[src/rtl/fbw_pkg.sv]
`default_nettype none
// +----------------------------------------------------------------------------+
// | fbw_pkg : shared FSM encoding, record layout and resolve codes             |
// | Rev 1.0 : initial release                                                  |
// +----------------------------------------------------------------------------+
package fbw_pkg;

  localparam logic [2:0] S_IDLE       = 3'd0;
  localparam logic [2:0] S_POP        = 3'd1;
  localparam logic [2:0] S_LATCH      = 3'd2;
  localparam logic [2:0] S_REQ        = 3'd3;
  localparam logic [2:0] S_WAIT_CMPLT = 3'd4;
  localparam logic [2:0] S_RECOVER    = 3'd5;

  // Record fields are numbered MSB-first; these are the last bit of each field.
  localparam int LINE_END_BIT    = 15;
  localparam int COL_END_BIT     = 31;
  localparam int COLOR_START_BIT = 32;

  typedef enum logic [1:0] {
    RES_NONE,
    RES_OK,
    RES_RETRY,
    RES_DROP
  } resolve_e;

  // Converts the MSB-first index of a field's last bit into its LSB position.
  function automatic int lsb_of(input int rec_w, input int last_bit_msb0);
    return rec_w - 1 - last_bit_msb0;
  endfunction

endpackage
`default_nettype wire

[src/rtl/fb_mc_writer_if.sv]
`default_nettype none
// +----------------------------------------------------------------------------+
// | fb_mc_writer_if : PLB master IPIF signal bundle (writer = master side)     |
// | Rev 1.0 : initial release                                                  |
// +----------------------------------------------------------------------------+
interface fb_mc_writer_if #(
  parameter int C_MST_AWIDTH = 32,
  parameter int C_MST_DWIDTH = 32
);
  logic                      IP2Bus_MstRd_Req;
  logic                      IP2Bus_MstWr_Req;
  logic [C_MST_AWIDTH-1:0]   IP2Bus_Mst_Addr;
  logic [C_MST_DWIDTH/8-1:0] IP2Bus_Mst_BE;
  logic                      IP2Bus_Mst_Lock;
  logic                      IP2Bus_Mst_Reset;
  logic                      Bus2IP_Mst_CmdAck;
  logic                      Bus2IP_Mst_Cmplt;
  logic                      Bus2IP_Mst_Error;
  logic                      Bus2IP_Mst_Rearbitrate;
  logic                      Bus2IP_Mst_Cmd_Timeout;
  logic [C_MST_DWIDTH-1:0]   Bus2IP_MstRd_d;
  logic                      Bus2IP_MstRd_src_rdy_n;
  logic [C_MST_DWIDTH-1:0]   IP2Bus_MstWr_d;
  logic                      Bus2IP_MstWr_dst_rdy_n;

  modport master (
    output IP2Bus_MstRd_Req, IP2Bus_MstWr_Req, IP2Bus_Mst_Addr, IP2Bus_Mst_BE,
           IP2Bus_Mst_Lock, IP2Bus_Mst_Reset, IP2Bus_MstWr_d,
    input  Bus2IP_Mst_CmdAck, Bus2IP_Mst_Cmplt, Bus2IP_Mst_Error,
           Bus2IP_Mst_Rearbitrate, Bus2IP_Mst_Cmd_Timeout, Bus2IP_MstRd_d,
           Bus2IP_MstRd_src_rdy_n, Bus2IP_MstWr_dst_rdy_n
  );

  modport slave (
    input  IP2Bus_MstRd_Req, IP2Bus_MstWr_Req, IP2Bus_Mst_Addr, IP2Bus_Mst_BE,
           IP2Bus_Mst_Lock, IP2Bus_Mst_Reset, IP2Bus_MstWr_d,
    output Bus2IP_Mst_CmdAck, Bus2IP_Mst_Cmplt, Bus2IP_Mst_Error,
           Bus2IP_Mst_Rearbitrate, Bus2IP_Mst_Cmd_Timeout, Bus2IP_MstRd_d,
           Bus2IP_MstRd_src_rdy_n, Bus2IP_MstWr_dst_rdy_n
  );
endinterface
`default_nettype wire

[src/rtl/fbw_rr_arbiter.sv]
`default_nettype none
// +----------------------------------------------------------------------------+
// | fbw_rr_arbiter : combinational round-robin pick, first request after ptr  |
// | Rev 1.0 : initial release                                                  |
// +----------------------------------------------------------------------------+
module fbw_rr_arbiter #(
  parameter int NUM_CH = 2,
  parameter int IDX_W  = (NUM_CH > 1) ? $clog2(NUM_CH) : 1
) (
  input  logic [NUM_CH-1:0] req,
  input  logic [IDX_W-1:0]  ptr,
  output logic [NUM_CH-1:0] grant,
  output logic [IDX_W-1:0]  idx,
  output logic              any
);

  logic [IDX_W-1:0] cand;

  always_comb begin
    grant = '0;
    idx   = '0;
    any   = 1'b0;
    cand  = '0;
    for (int i = 1; i <= NUM_CH; i++) begin
      cand = IDX_W'((int'(ptr) + i) % NUM_CH);
      if (!any && req[cand]) begin
        any = 1'b1;
        idx = cand;
      end
    end
    grant[idx] = any;
  end

endmodule
`default_nettype wire

[src/rtl/fb_mc_writer.sv]
`default_nettype none
// +----------------------------------------------------------------------------+
// | fb_mc_writer : round-robin multi-FIFO pixel writer onto the PLB master IPIF|
// | Rev 1.0 : initial release                                                  |
// +----------------------------------------------------------------------------+
module fb_mc_writer
  import fbw_pkg::*;
#(
  parameter int NUM_CH       = 2,
  parameter int REC_W        = 96,
  parameter int LINE_LEN     = 9,
  parameter int COL_LEN      = 10,
  parameter int C_MST_AWIDTH = 32,
  parameter int C_MST_DWIDTH = 32,
  parameter logic [C_MST_AWIDTH-LINE_LEN-COL_LEN-3:0] FB_BASE_ADDR = 11'b1001_0000_000,
  parameter int MAX_RETRY    = 3
) (
  input  logic                     PLB_clk,
  input  logic                     reset,
  input  logic [NUM_CH*REC_W-1:0]  fifo_data,
  input  logic [NUM_CH-1:0]        fifo_empty,
  output logic [NUM_CH-1:0]        fifo_rd_en,
  fb_mc_writer_if.master           plb,
  output logic [15:0]              pix_count,
  output logic [15:0]              drop_count,
  output logic [2:0]               state
);

  localparam int IDX_W     = (NUM_CH > 1) ? $clog2(NUM_CH) : 1;
  localparam int RTY_W     = (MAX_RETRY < 1) ? 1 : $clog2(MAX_RETRY + 1);
  localparam int LINE_LSB  = lsb_of(REC_W, LINE_END_BIT);
  localparam int COL_LSB   = lsb_of(REC_W, COL_END_BIT);
  localparam int COLOR_LSB = lsb_of(REC_W, COLOR_START_BIT + C_MST_DWIDTH - 1);

  logic [LINE_LEN-1:0]     ch_line  [NUM_CH];
  logic [COL_LEN-1:0]      ch_col   [NUM_CH];
  logic [C_MST_DWIDTH-1:0] ch_color [NUM_CH];

  for (genvar k = 0; k < NUM_CH; k++) begin : g_ch
    assign ch_line[k]  = fifo_data[k*REC_W + LINE_LSB  +: LINE_LEN];
    assign ch_col[k]   = fifo_data[k*REC_W + COL_LSB   +: COL_LEN];
    assign ch_color[k] = fifo_data[k*REC_W + COLOR_LSB +: C_MST_DWIDTH];
  end

  logic [2:0]              r_state;
  logic [IDX_W-1:0]        r_ptr;
  logic [IDX_W-1:0]        r_gnt;
  logic [LINE_LEN-1:0]     r_line;
  logic [COL_LEN-1:0]      r_col;
  logic [C_MST_DWIDTH-1:0] r_color;
  logic [RTY_W-1:0]        r_retry;
  logic [15:0]             r_pix;
  logic [15:0]             r_drop;
  logic                    r_mst_reset;

  logic [NUM_CH-1:0] w_grant;
  logic [IDX_W-1:0]  w_idx;
  logic              w_any;

  fbw_rr_arbiter #(.NUM_CH(NUM_CH), .IDX_W(IDX_W)) u_arb (
    .req   (~fifo_empty),
    .ptr   (r_ptr),
    .grant (w_grant),
    .idx   (w_idx),
    .any   (w_any)
  );

  // A completion only counts when it lands in REQ together with CmdAck or in WAIT_CMPLT.
  resolve_e w_res;
  always_comb begin
    w_res = RES_NONE;
    if ((r_state == S_REQ && plb.Bus2IP_Mst_CmdAck && plb.Bus2IP_Mst_Cmplt) ||
        (r_state == S_WAIT_CMPLT && plb.Bus2IP_Mst_Cmplt)) begin
      if (plb.Bus2IP_Mst_Error)
        w_res = RES_DROP;
      else if (plb.Bus2IP_Mst_Rearbitrate || plb.Bus2IP_Mst_Cmd_Timeout)
        w_res = (r_retry < RTY_W'(MAX_RETRY)) ? RES_RETRY : RES_DROP;
      else
        w_res = RES_OK;
    end
  end

  always_ff @(posedge PLB_clk) begin
    if (reset) begin
      r_state     <= S_IDLE;
      r_ptr       <= IDX_W'(NUM_CH - 1);
      r_gnt       <= '0;
      r_line      <= '0;
      r_col       <= '0;
      r_color     <= '0;
      r_retry     <= '0;
      r_pix       <= '0;
      r_drop      <= '0;
      r_mst_reset <= 1'b1;
    end else begin
      r_mst_reset <= (r_state == S_RECOVER);
      case (r_state)
        S_IDLE: begin
          if (w_any) begin
            r_gnt   <= w_idx;
            r_state <= S_POP;
          end
        end
        S_POP: begin
          r_ptr   <= r_gnt;
          r_state <= S_LATCH;
        end
        S_LATCH: begin
          r_line  <= ch_line[r_gnt];
          r_col   <= ch_col[r_gnt];
          r_color <= ch_color[r_gnt];
          r_state <= S_REQ;
        end
        S_REQ: begin
          if (plb.Bus2IP_Mst_CmdAck && !plb.Bus2IP_Mst_Cmplt)
            r_state <= S_WAIT_CMPLT;
        end
        S_WAIT_CMPLT: ;
        S_RECOVER: r_state <= S_IDLE;
        default:   r_state <= S_IDLE;
      endcase

      case (w_res)
        RES_OK: begin
          if (r_pix != 16'hFFFF) r_pix <= r_pix + 16'd1;
          r_retry <= '0;
          r_state <= S_IDLE;
        end
        RES_RETRY: begin
          r_retry <= r_retry + RTY_W'(1);
          r_state <= S_REQ;
        end
        RES_DROP: begin
          if (r_drop != 16'hFFFF) r_drop <= r_drop + 16'd1;
          r_retry <= '0;
          r_state <= S_RECOVER;
        end
        default: ;
      endcase
    end
  end

  assign fifo_rd_en           = (r_state == S_POP) ? (NUM_CH'(1) << r_gnt) : '0;
  assign plb.IP2Bus_MstRd_Req = 1'b0;
  assign plb.IP2Bus_MstWr_Req = (r_state == S_REQ);
  assign plb.IP2Bus_Mst_Addr  = {FB_BASE_ADDR, r_line, r_col, 2'b00};
  assign plb.IP2Bus_Mst_BE    = '1;
  assign plb.IP2Bus_Mst_Lock  = 1'b0;
  assign plb.IP2Bus_Mst_Reset = r_mst_reset;
  assign plb.IP2Bus_MstWr_d   = r_color;
  assign pix_count            = r_pix;
  assign drop_count           = r_drop;
  assign state                = r_state;

  logic unused_ok;
  assign unused_ok = ^{fifo_data, w_grant, plb.Bus2IP_MstRd_d,
                       plb.Bus2IP_MstRd_src_rdy_n, plb.Bus2IP_MstWr_dst_rdy_n};

endmodule
`default_nettype wire
[src/flat_wrapper.sv]
// flat-port wrapper written by rule: the top's interface ports become plain ports
module fb_mc_writer_flat import fbw_pkg::*;
#(
  parameter int NUM_CH       = 2,
  parameter int REC_W        = 96,
  parameter int LINE_LEN     = 9,
  parameter int COL_LEN      = 10,
  parameter int C_MST_AWIDTH = 32,
  parameter int C_MST_DWIDTH = 32,
  parameter logic [C_MST_AWIDTH-LINE_LEN-COL_LEN-3:0] FB_BASE_ADDR = 11'b1001_0000_000,
  parameter int MAX_RETRY    = 3
)
  (PLB_clk, reset, fifo_data, fifo_empty, fifo_rd_en, pix_count, drop_count, state, plb_IP2Bus_MstRd_Req, plb_IP2Bus_MstWr_Req, plb_IP2Bus_Mst_Addr, plb_IP2Bus_Mst_BE, plb_IP2Bus_Mst_Lock, plb_IP2Bus_Mst_Reset, plb_IP2Bus_MstWr_d, plb_Bus2IP_Mst_CmdAck, plb_Bus2IP_Mst_Cmplt, plb_Bus2IP_Mst_Error, plb_Bus2IP_Mst_Rearbitrate, plb_Bus2IP_Mst_Cmd_Timeout, plb_Bus2IP_MstRd_d, plb_Bus2IP_MstRd_src_rdy_n, plb_Bus2IP_MstWr_dst_rdy_n);
  fb_mc_writer_if #(.C_MST_AWIDTH(C_MST_AWIDTH), .C_MST_DWIDTH(C_MST_DWIDTH)) plb_i ();
  input  logic PLB_clk;
  input  logic reset;
  input  logic [NUM_CH*REC_W-1:0] fifo_data;
  input  logic [NUM_CH-1:0] fifo_empty;
  output logic [NUM_CH-1:0] fifo_rd_en;
  output logic [15:0] pix_count;
  output logic [15:0] drop_count;
  output logic [2:0] state;
  output wire logic [$bits(plb_i.IP2Bus_MstRd_Req)-1:0] plb_IP2Bus_MstRd_Req;
  output wire logic [$bits(plb_i.IP2Bus_MstWr_Req)-1:0] plb_IP2Bus_MstWr_Req;
  output wire logic [$bits(plb_i.IP2Bus_Mst_Addr)-1:0] plb_IP2Bus_Mst_Addr;
  output wire logic [$bits(plb_i.IP2Bus_Mst_BE)-1:0] plb_IP2Bus_Mst_BE;
  output wire logic [$bits(plb_i.IP2Bus_Mst_Lock)-1:0] plb_IP2Bus_Mst_Lock;
  output wire logic [$bits(plb_i.IP2Bus_Mst_Reset)-1:0] plb_IP2Bus_Mst_Reset;
  output wire logic [$bits(plb_i.IP2Bus_MstWr_d)-1:0] plb_IP2Bus_MstWr_d;
  input wire logic [$bits(plb_i.Bus2IP_Mst_CmdAck)-1:0] plb_Bus2IP_Mst_CmdAck;
  input wire logic [$bits(plb_i.Bus2IP_Mst_Cmplt)-1:0] plb_Bus2IP_Mst_Cmplt;
  input wire logic [$bits(plb_i.Bus2IP_Mst_Error)-1:0] plb_Bus2IP_Mst_Error;
  input wire logic [$bits(plb_i.Bus2IP_Mst_Rearbitrate)-1:0] plb_Bus2IP_Mst_Rearbitrate;
  input wire logic [$bits(plb_i.Bus2IP_Mst_Cmd_Timeout)-1:0] plb_Bus2IP_Mst_Cmd_Timeout;
  input wire logic [$bits(plb_i.Bus2IP_MstRd_d)-1:0] plb_Bus2IP_MstRd_d;
  input wire logic [$bits(plb_i.Bus2IP_MstRd_src_rdy_n)-1:0] plb_Bus2IP_MstRd_src_rdy_n;
  input wire logic [$bits(plb_i.Bus2IP_MstWr_dst_rdy_n)-1:0] plb_Bus2IP_MstWr_dst_rdy_n;
  assign plb_IP2Bus_MstRd_Req = plb_i.IP2Bus_MstRd_Req;
  assign plb_IP2Bus_MstWr_Req = plb_i.IP2Bus_MstWr_Req;
  assign plb_IP2Bus_Mst_Addr = plb_i.IP2Bus_Mst_Addr;
  assign plb_IP2Bus_Mst_BE = plb_i.IP2Bus_Mst_BE;
  assign plb_IP2Bus_Mst_Lock = plb_i.IP2Bus_Mst_Lock;
  assign plb_IP2Bus_Mst_Reset = plb_i.IP2Bus_Mst_Reset;
  assign plb_IP2Bus_MstWr_d = plb_i.IP2Bus_MstWr_d;
  assign plb_i.Bus2IP_Mst_CmdAck = plb_Bus2IP_Mst_CmdAck;
  assign plb_i.Bus2IP_Mst_Cmplt = plb_Bus2IP_Mst_Cmplt;
  assign plb_i.Bus2IP_Mst_Error = plb_Bus2IP_Mst_Error;
  assign plb_i.Bus2IP_Mst_Rearbitrate = plb_Bus2IP_Mst_Rearbitrate;
  assign plb_i.Bus2IP_Mst_Cmd_Timeout = plb_Bus2IP_Mst_Cmd_Timeout;
  assign plb_i.Bus2IP_MstRd_d = plb_Bus2IP_MstRd_d;
  assign plb_i.Bus2IP_MstRd_src_rdy_n = plb_Bus2IP_MstRd_src_rdy_n;
  assign plb_i.Bus2IP_MstWr_dst_rdy_n = plb_Bus2IP_MstWr_dst_rdy_n;
  fb_mc_writer #(.NUM_CH(NUM_CH), .REC_W(REC_W), .LINE_LEN(LINE_LEN), .COL_LEN(COL_LEN), .C_MST_AWIDTH(C_MST_AWIDTH), .C_MST_DWIDTH(C_MST_DWIDTH), .FB_BASE_ADDR(FB_BASE_ADDR), .MAX_RETRY(MAX_RETRY)) u_core (.PLB_clk(PLB_clk), .reset(reset), .fifo_data(fifo_data), .fifo_empty(fifo_empty), .fifo_rd_en(fifo_rd_en), .plb(plb_i), .pix_count(pix_count), .drop_count(drop_count), .state(state));
endmodule
[config.mk]
export PLATFORM = sky130hd
export DESIGN_NAME = fb_mc_writer_flat
export DESIGN_NICKNAME = d
export VERILOG_FILES = /design/src/rtl/fbw_pkg.sv /design/src/rtl/fb_mc_writer_if.sv /design/src/rtl/fbw_rr_arbiter.sv /design/src/rtl/fb_mc_writer.sv /design/src/flat_wrapper.sv
export SDC_FILE = /design/constraint.sdc
export NUM_CORES = 1
export LEC_CHECK = 0
export CAP_MARGIN = 40
export CORE_AREA = 2 2 132 134
export CTS_BUF_LIST = sky130_fd_sc_hd__clkbuf_4 sky130_fd_sc_hd__clkbuf_8 sky130_fd_sc_hd__clkbuf_16
export DETAILED_ROUTE_END_ITERATION = 6
export DIE_AREA = 0 0 134 136
export HOLD_SLACK_MARGIN = 0.02
export PLACE_DENSITY_LB_ADDON = 0.1
export SETUP_SLACK_MARGIN = 0.3
export SLEW_MARGIN = 20
export SYNTH_ARGS = -nofsm -noshare
export SYNTH_HDL_FRONTEND = slang
export SYNTH_SLANG_ARGS = --single-unit
[constraint.sdc]
create_clock -name PLB_clk -period 3.36 [get_ports PLB_clk]
set_input_delay 0.672 -clock PLB_clk [delete_from_list [all_inputs] [get_ports PLB_clk]]
set_output_delay 0.672 -clock PLB_clk [all_outputs]
set_load 0.01 [all_outputs]
==> reports/results.tsv <==
metric	value	unit
start_kind	input port	
final_area	0.00712	sq mm
cp-end-kind	register	
cts_buffer_depth	2	
synth_simple_gate_area_frac	0.195	
grt-ovfl-total	0	
synth_common_cells	dfxtp_1, nor2_1, mux2i_1, a211oi_1, clkbuf_1	
dp_hpwl	10.5	mm
seq_area_frac_synth	0.392	
clock_power_share	0.282	
tightest_slew	0.729	ns
path_max_fanout	3	
finalMaxSlewViolations	0	
ys_ff_latch	91	
cts_tree	built	
setup_ws	0.513	ns
post_drt_wl_per_cell	14.8	um
hold_ws	0.474	ns
drt-initial-drc-count	189	
routed_wirelength	13.8	mm
place_congestion	0.757	
netSwitchingPower	0.00112	W
async_flop_share	0	
synthAdderAreaFrac	0.0189	
fp.dieH	136	um
multiInputGateArea	0.00256	sq mm
synth_top_area_share	0.392	
fillers	1636	
die_area	0.0182	sq mm
grt_pass1_wl	21.7	mm
period_share	0.847	
num-nets-final	944	
synth-compound-area-share	0.153	
antenna_found_initial	0	
intPower	0.00256	W
cts_hold_buffers	0	
clock-root-buffer	clkbuf_16	
core_region_area	0.0169	sq mm
viasPerCell	4.65	
post_cts_resized	0	
grt_pass1_vias	4158	
synth-edff-count	0	
clock_latency	0.34	ns
detail_route.drc_violations	0	
p_total	0.00368	W
synth_xor_area_frac	0.00189	
syn-cell-area	0.00465	sq mm
regArea	0.00182	sq mm
hold_path_class	reg2reg	
ios	344	
die_w	134	um
seqPwrFrac	0.373	
cp.arrival	3.08	ns
drive_gt1_frac	0.0806	
setup_violations	0	
synth_area_per_cell	8.93	sq um
finalCriticalPeriod	2.85	ns
grt_max_degree	103	
dpl-instance-area	0.00679	sq mm
finalHoldViolations	0	
comb_power_share	0.346	
synth_top_family_by_area	simple AND/OR/NAND/NOR gates	
synthTopCellsByArea	dfxtp_1, mux2i_1, a211oi_1, nor2_1, mux2_2	
critical_path_required	3.59	ns
yosysTopAreaCell	dfxtp_1	
grt_usage	0.152	
cts_inserted_buffers	9	
swShare	0.304	
status	complete, no violations	
first_pass_iters	4	
power_density	517	mW/mm^2
p_leak	2.53	nW
vdd_drop_max	0.231	mV
fin_skew	0.00663	ns
io_buffers	200	
yosysWarnings	0	
vias	4333	
synth_cells	520	
cts.sinks	91	
path_class	in2reg	
cts.reportedPaths.clkPinSlew	0.06	ns
max_cap_viol_count	0	
ant_nets	0	
start_util	0.275	
h-tree-depth	3	
rsz0062_at_grt	no	
slew_headroom	0.514	
synth_ff_type	dfxtp_1	
synth_cell_type_count	58	
max_freq	351	MHz
rows	48	
antenna_cells	0	
place_ws	0.131	ns
final.setup.tns	0	ns
yosys.cell_count.top_type	dfxtp_1	
area_growth	53.2	%
post_cts_buffers	0	
synthMuxAreaShare	0.167	
==> critical path, stage by stage <==
cell and delay (ns):
clkdlybuf4s50_1 0.47, and4b_1 0.21, o221ai_1 0.14, inv_1 0.11, ha_1 0.25, inv_1 0.08
or4b_4 0.56, nor3b_1 0.23, mux2_2 0.35
==> logic make-up (layout without fill, tap and decap cells) <==
logic type / after synthesis / after routing
muxes: 75 / 75
AOI/OAI and AO/OA: 101 / 101
buffers and inverters: 66 / 236
adders and majority gates: 7 / 7
DFF: 91 / 91
other: 2 / 19
and+or+nand+nor: 177 / 177
xor gates and xnor gates: 1 / 1
==> final timing paths <==
check,slack [ns],from,to,cells past startpoint
worst max-delay path,0.51,plb_Bus2IP_Mst_CmdAck,u_core.pix_count[11],9
worst min-delay path,0.47,u_core.r_retry[1],u_core.r_retry[1],2
worst max register to register,0.69,u_core.state[1],u_core.pix_count[11],8
worst min register to register,0.47,u_core.r_retry[1],u_core.r_retry[1],2
==> registers in the layout, indices dropped and copies added, names as in the netlist <==
register	count
u_core.r_ptr	1
u_core.r_col	10
u_core.r_retry	2
u_core.drop_count	16
u_core.pix_count	16
u_core.plb.IP2Bus_Mst_Reset	1
u_core.state	3
u_core.r_gnt	1
u_core.plb.IP2Bus_MstWr_d	32
u_core.r_line	9
==> layer usage <==
metal | share of wire | GRT usage | up-vias
li1 | - | - | 2210
met1 | 0.42 | 0.182 | 1937
met2 | 0.46 | 0.240 | 169
met3 | 0.10 | 0.0652 | 17
met4 | 0.017 | 0.0591 | 0
met5 | 0 | 0 | -
==> stage by stage <==
step           cells   util
2_1_floorplan    537      -
5_1_grt          932  0.422
3_5_place_dp     915  0.402
6_report         932  0.422
4_1_cts          931  0.420
3_3_place_gp     915  0.402
==> power by group through the flow <==
| stage | Clock, W | Combinational [W] | Sequential (W) |
|---|---|---|---|
| after detailed placement | 0 | 0.00128 | 0.00139 |
| after global routing | 0.00112 | 0.00138 | 0.00139 |
| after CTS | 0.00109 | 0.00128 | 0.00137 |
| after global placement | 0 | 0.00127 | 0.00139 |
| final | 0.00104 | 0.00127 | 0.00137 |
| after floorplan | 0 | 0.000585 | 0.00146 |
==> final cells by class <==
cell class	instances	share of cell area
Timing Repair Buffer	210	0.296
Multi-Input combinational cell	380	0.360
Sequential cell	91	0.256
Tap cell	225	0.0395
Clock inverter	4	0.00703
Clock buffer	12	0.0357
Inverter	10	0.00527
==> cell usage in the layout (no fill, tap or decap), types with 3 or more instances in the layout <==
cell type	instances
or2_2	4
buf_4	9
ha_1	7
a211oi_1	53
and3_1	5
clkbuf_16	9
mux2i_1	55
nor2b_1	20
and4_1	4
or3_1	3
inv_1	9
nor3_1	5
a21boi_0	3
nand2_1	20
clkdlybuf4s50_1	199
a21oi_1	20
nand4_1	9
nor3b_1	3
mux2_2	19
dfxtp_1	90
conb_1	19
nor2_1	78
nand3_1	9
nor4_1	3
o21ai_0	6
(Power assumes the default switching activity.)
==> edit, RTL diff (same settings) <==
`C_MST_AWIDTH` is set to 32 in 3 places; all go to 64.
--- a/src/rtl/fb_mc_writer_if.sv
+++ b/src/rtl/fb_mc_writer_if.sv
@@ -5,5 +5,5 @@
 // +----------------------------------------------------------------------------+
 interface fb_mc_writer_if #(
-  parameter int C_MST_AWIDTH = 32,
+  parameter int C_MST_AWIDTH = 64,
   parameter int C_MST_DWIDTH = 32
 );
--- a/src/rtl/fb_mc_writer.sv
+++ b/src/rtl/fb_mc_writer.sv
@@ -11,5 +11,5 @@
   parameter int LINE_LEN     = 9,
   parameter int COL_LEN      = 10,
-  parameter int C_MST_AWIDTH = 32,
+  parameter int C_MST_AWIDTH = 64,
   parameter int C_MST_DWIDTH = 32,
   parameter logic [C_MST_AWIDTH-LINE_LEN-COL_LEN-3:0] FB_BASE_ADDR = 11'b1001_0000_000,
--- a/src/flat_wrapper.sv
+++ b/src/flat_wrapper.sv
@@ -6,5 +6,5 @@
   parameter int LINE_LEN     = 9,
   parameter int COL_LEN      = 10,
-  parameter int C_MST_AWIDTH = 32,
+  parameter int C_MST_AWIDTH = 64,
   parameter int C_MST_DWIDTH = 32,
   parameter logic [C_MST_AWIDTH-LINE_LEN-COL_LEN-3:0] FB_BASE_ADDR = 11'b1001_0000_000,
Ports: changed (resized plb_IP2Bus_Mst_Addr); port bits go from 344 to 376. No check against the original RTL was run, so the function may have changed too.
==> edit against the unedited design <==
Power fell by 1.7%; wire length rose by 3.9%; via count rose by 2.2%; design area rose by 1.0%; sequential cell count did not move; register-to-register slack got worse by 0.18 ns; area after synthesis rose by 5.2%; clock skew fell by 0.00065 ns; setup slack got worse by 0.026 ns; non-clock buffer count did not move; clock power fell by 7%; critical endpoint is now u_core.pix_count[15]$_SDFFE_PP0P_.
==> edit: results (changes against the unedited design) <==
{| class="wikitable"
! Metric !! Value
|-
| TritonRoute pass-1 iters || 5 (+1)
|-
| Largest clock skew in the final design || 0.00598 ns (-0.000655 ns)
|-
| All-layer global routing usage || 0.156 (+0.00459)
|-
| Worst-margin pin slew || 0.673 ns (-0.0562 ns)
|-
| Yosys cell types || 58 (unchanged)
|-
| Peak supply drop || 0.264 mV (+14%)
|-
| Data arrival time at the worst-slack endpoint || 3.10 ns (+0.02 ns)
|-
| Proportion of synthesized chip area in sequential cells || 0.373 (-0.0193)
|-
| Net load switching power || 1.16 mW (+4.0%)
|-
| Post-DR wirelength/cell || 14.9 um (+0.46%)
|-
| Portion of synthesized cell area occupied by the leading cell type || 0.373 (-0.0193)
|-
| Reported leakage power || 2.61 nW (+3.1%)
|-
| Pin count of the biggest net entering global routing || 73 (-29%)
|-
| Result of the run || finished clean
|-
| DRT iter0 DRCs || 288 (+52%)
|-
| HPWL reported at the end of detailed placement || 10900 um (+4.1%)
|-
| Internal reg-to-reg setup slack || 0.51 ns (-0.18 ns)
|-
| Wire length of the first global-routing pass || 22200 um (+2.4%)
|-
| Total number of vias || 4430 (+2.2%)
|-
| Via count of the first global-routing pass || 4097 (-1.5%)
|-
| Layout cell share with drive strength beyond 1 || 0.0785 (-0.00214)
|-
| Cell types with the largest area share after synthesis || dfxtp_1 37%, mux2i_1 11%, a211oi_1 8.1%, buf_4 7.8%, nor2_1 6.0%
|-
| Post-synth top cells || 91 x dfxtp_1, 78 x nor2_1, 55 x mux2i_1
|-
| Total Nets Final || 976 (+3.4%)
|-
| R2R Path End || u_core.pix_count[15]$_SDFFE_PP0P_
|-
| Routability congestion estimate || 0.803 (+6.0%)
|}
-- edit: changes by cell type after synthesis --
| cell | before | now |
|---|---|---|
| buf_4 | 19 | 51 |
-- edit: cell type report --
| cell class | count | area [sq um] |
|---|---|---|
| sequential | 91 | 1830 |
| inverter | 10 | 37.5 |
| fill | 1700 | 9690 |
| clock inverter | 6 | 41.3 |
| timing repair buffer | 210 | 2070 |
| tap | 225 | 282 |
| clock buffer | 10 | 239 |
| multi-input combinational | 412 | 2690 |
-- edit: cells by family (layout without fill, tap and decap cells) --
kind of cell	Yosys count	in the layout	share of synthesized area
mux	75	75	0.159
compound gates	101	101	0.145
simple gates	177	177	0.186
other cells	2	51	0.00154
buf+inv	98	236	0.116
xor+xnor	1	1	0.00179
fa+ha+maj	7	7	0.0179
flops	91	91	0.373
-- edit: worst max-delay path by stage --
stage | endpoint | slack (ns)
6_report | u_core.pix_count[15]$_SDFFE_PP0P_ | 0.49
5_1_grt | u_core.pix_count[12]$_SDFFE_PP0P_ | 0.28
4_1_cts | u_core.pix_count[14]$_SDFFE_PP0P_ | 0.50
3_5_place_dp | u_core.pix_count[14]$_SDFFE_PP0P_ | 0.13
3_3_place_gp | u_core.pix_count[15]$_SDFFE_PP0P_ | 0.15
2_1_floorplan | u_core.pix_count[15]$_SDFFE_PP0P_ | 0.58
-- edit: worst max-delay path, stage by stage --
cell	delay [ns]
clkdlybuf4s50_1	0.48
and4b_1	0.21
o221ai_1	0.15
inv_1	0.12
ha_1	0.23
inv_1	0.08
or4b_4	0.55
nor4_2	0.25
mux2_1	0.35
-- edit: what timing repair did --
action | CTS | global route
endpoints found under the setup margin | 0 | 1
buffers inserted | 0 | 0
resized for setup | 0 | 1
hold buffers | 0 | 0
-- edit: through the flow --
step	power [mW]	hold WS (ns)	cells
floorplan	2.08	0.436	601
global placement	2.67	0.449	948
detailed placement	2.69	0.460	948
CTS	3.68	0.469	964
global route	3.85	0.480	964
finish	3.61	0.461	964
-- edit: layer usage --
layer,vias up,part of all wire,GRT usage
li1,2237,-,-
met1,1982,0.45,0.204
met2,197,0.43,0.228
met3,14,0.11,0.0664
met4,0,0.015,0.0585
met5,-,0,0
-- edit: power by group through the flow --
| stage | sequential [mW] | clock (mW) | combinational [mW] |
|---|---|---|---|
| floorplan | 1.46 | 0 | 0.628 |
| global placement | 1.40 | 0 | 1.27 |
| detailed placement | 1.41 | 0 | 1.28 |
| CTS | 1.39 | 1.01 | 1.28 |
| global route | 1.41 | 1.04 | 1.39 |
| finish | 1.39 | 0.964 | 1.26 |
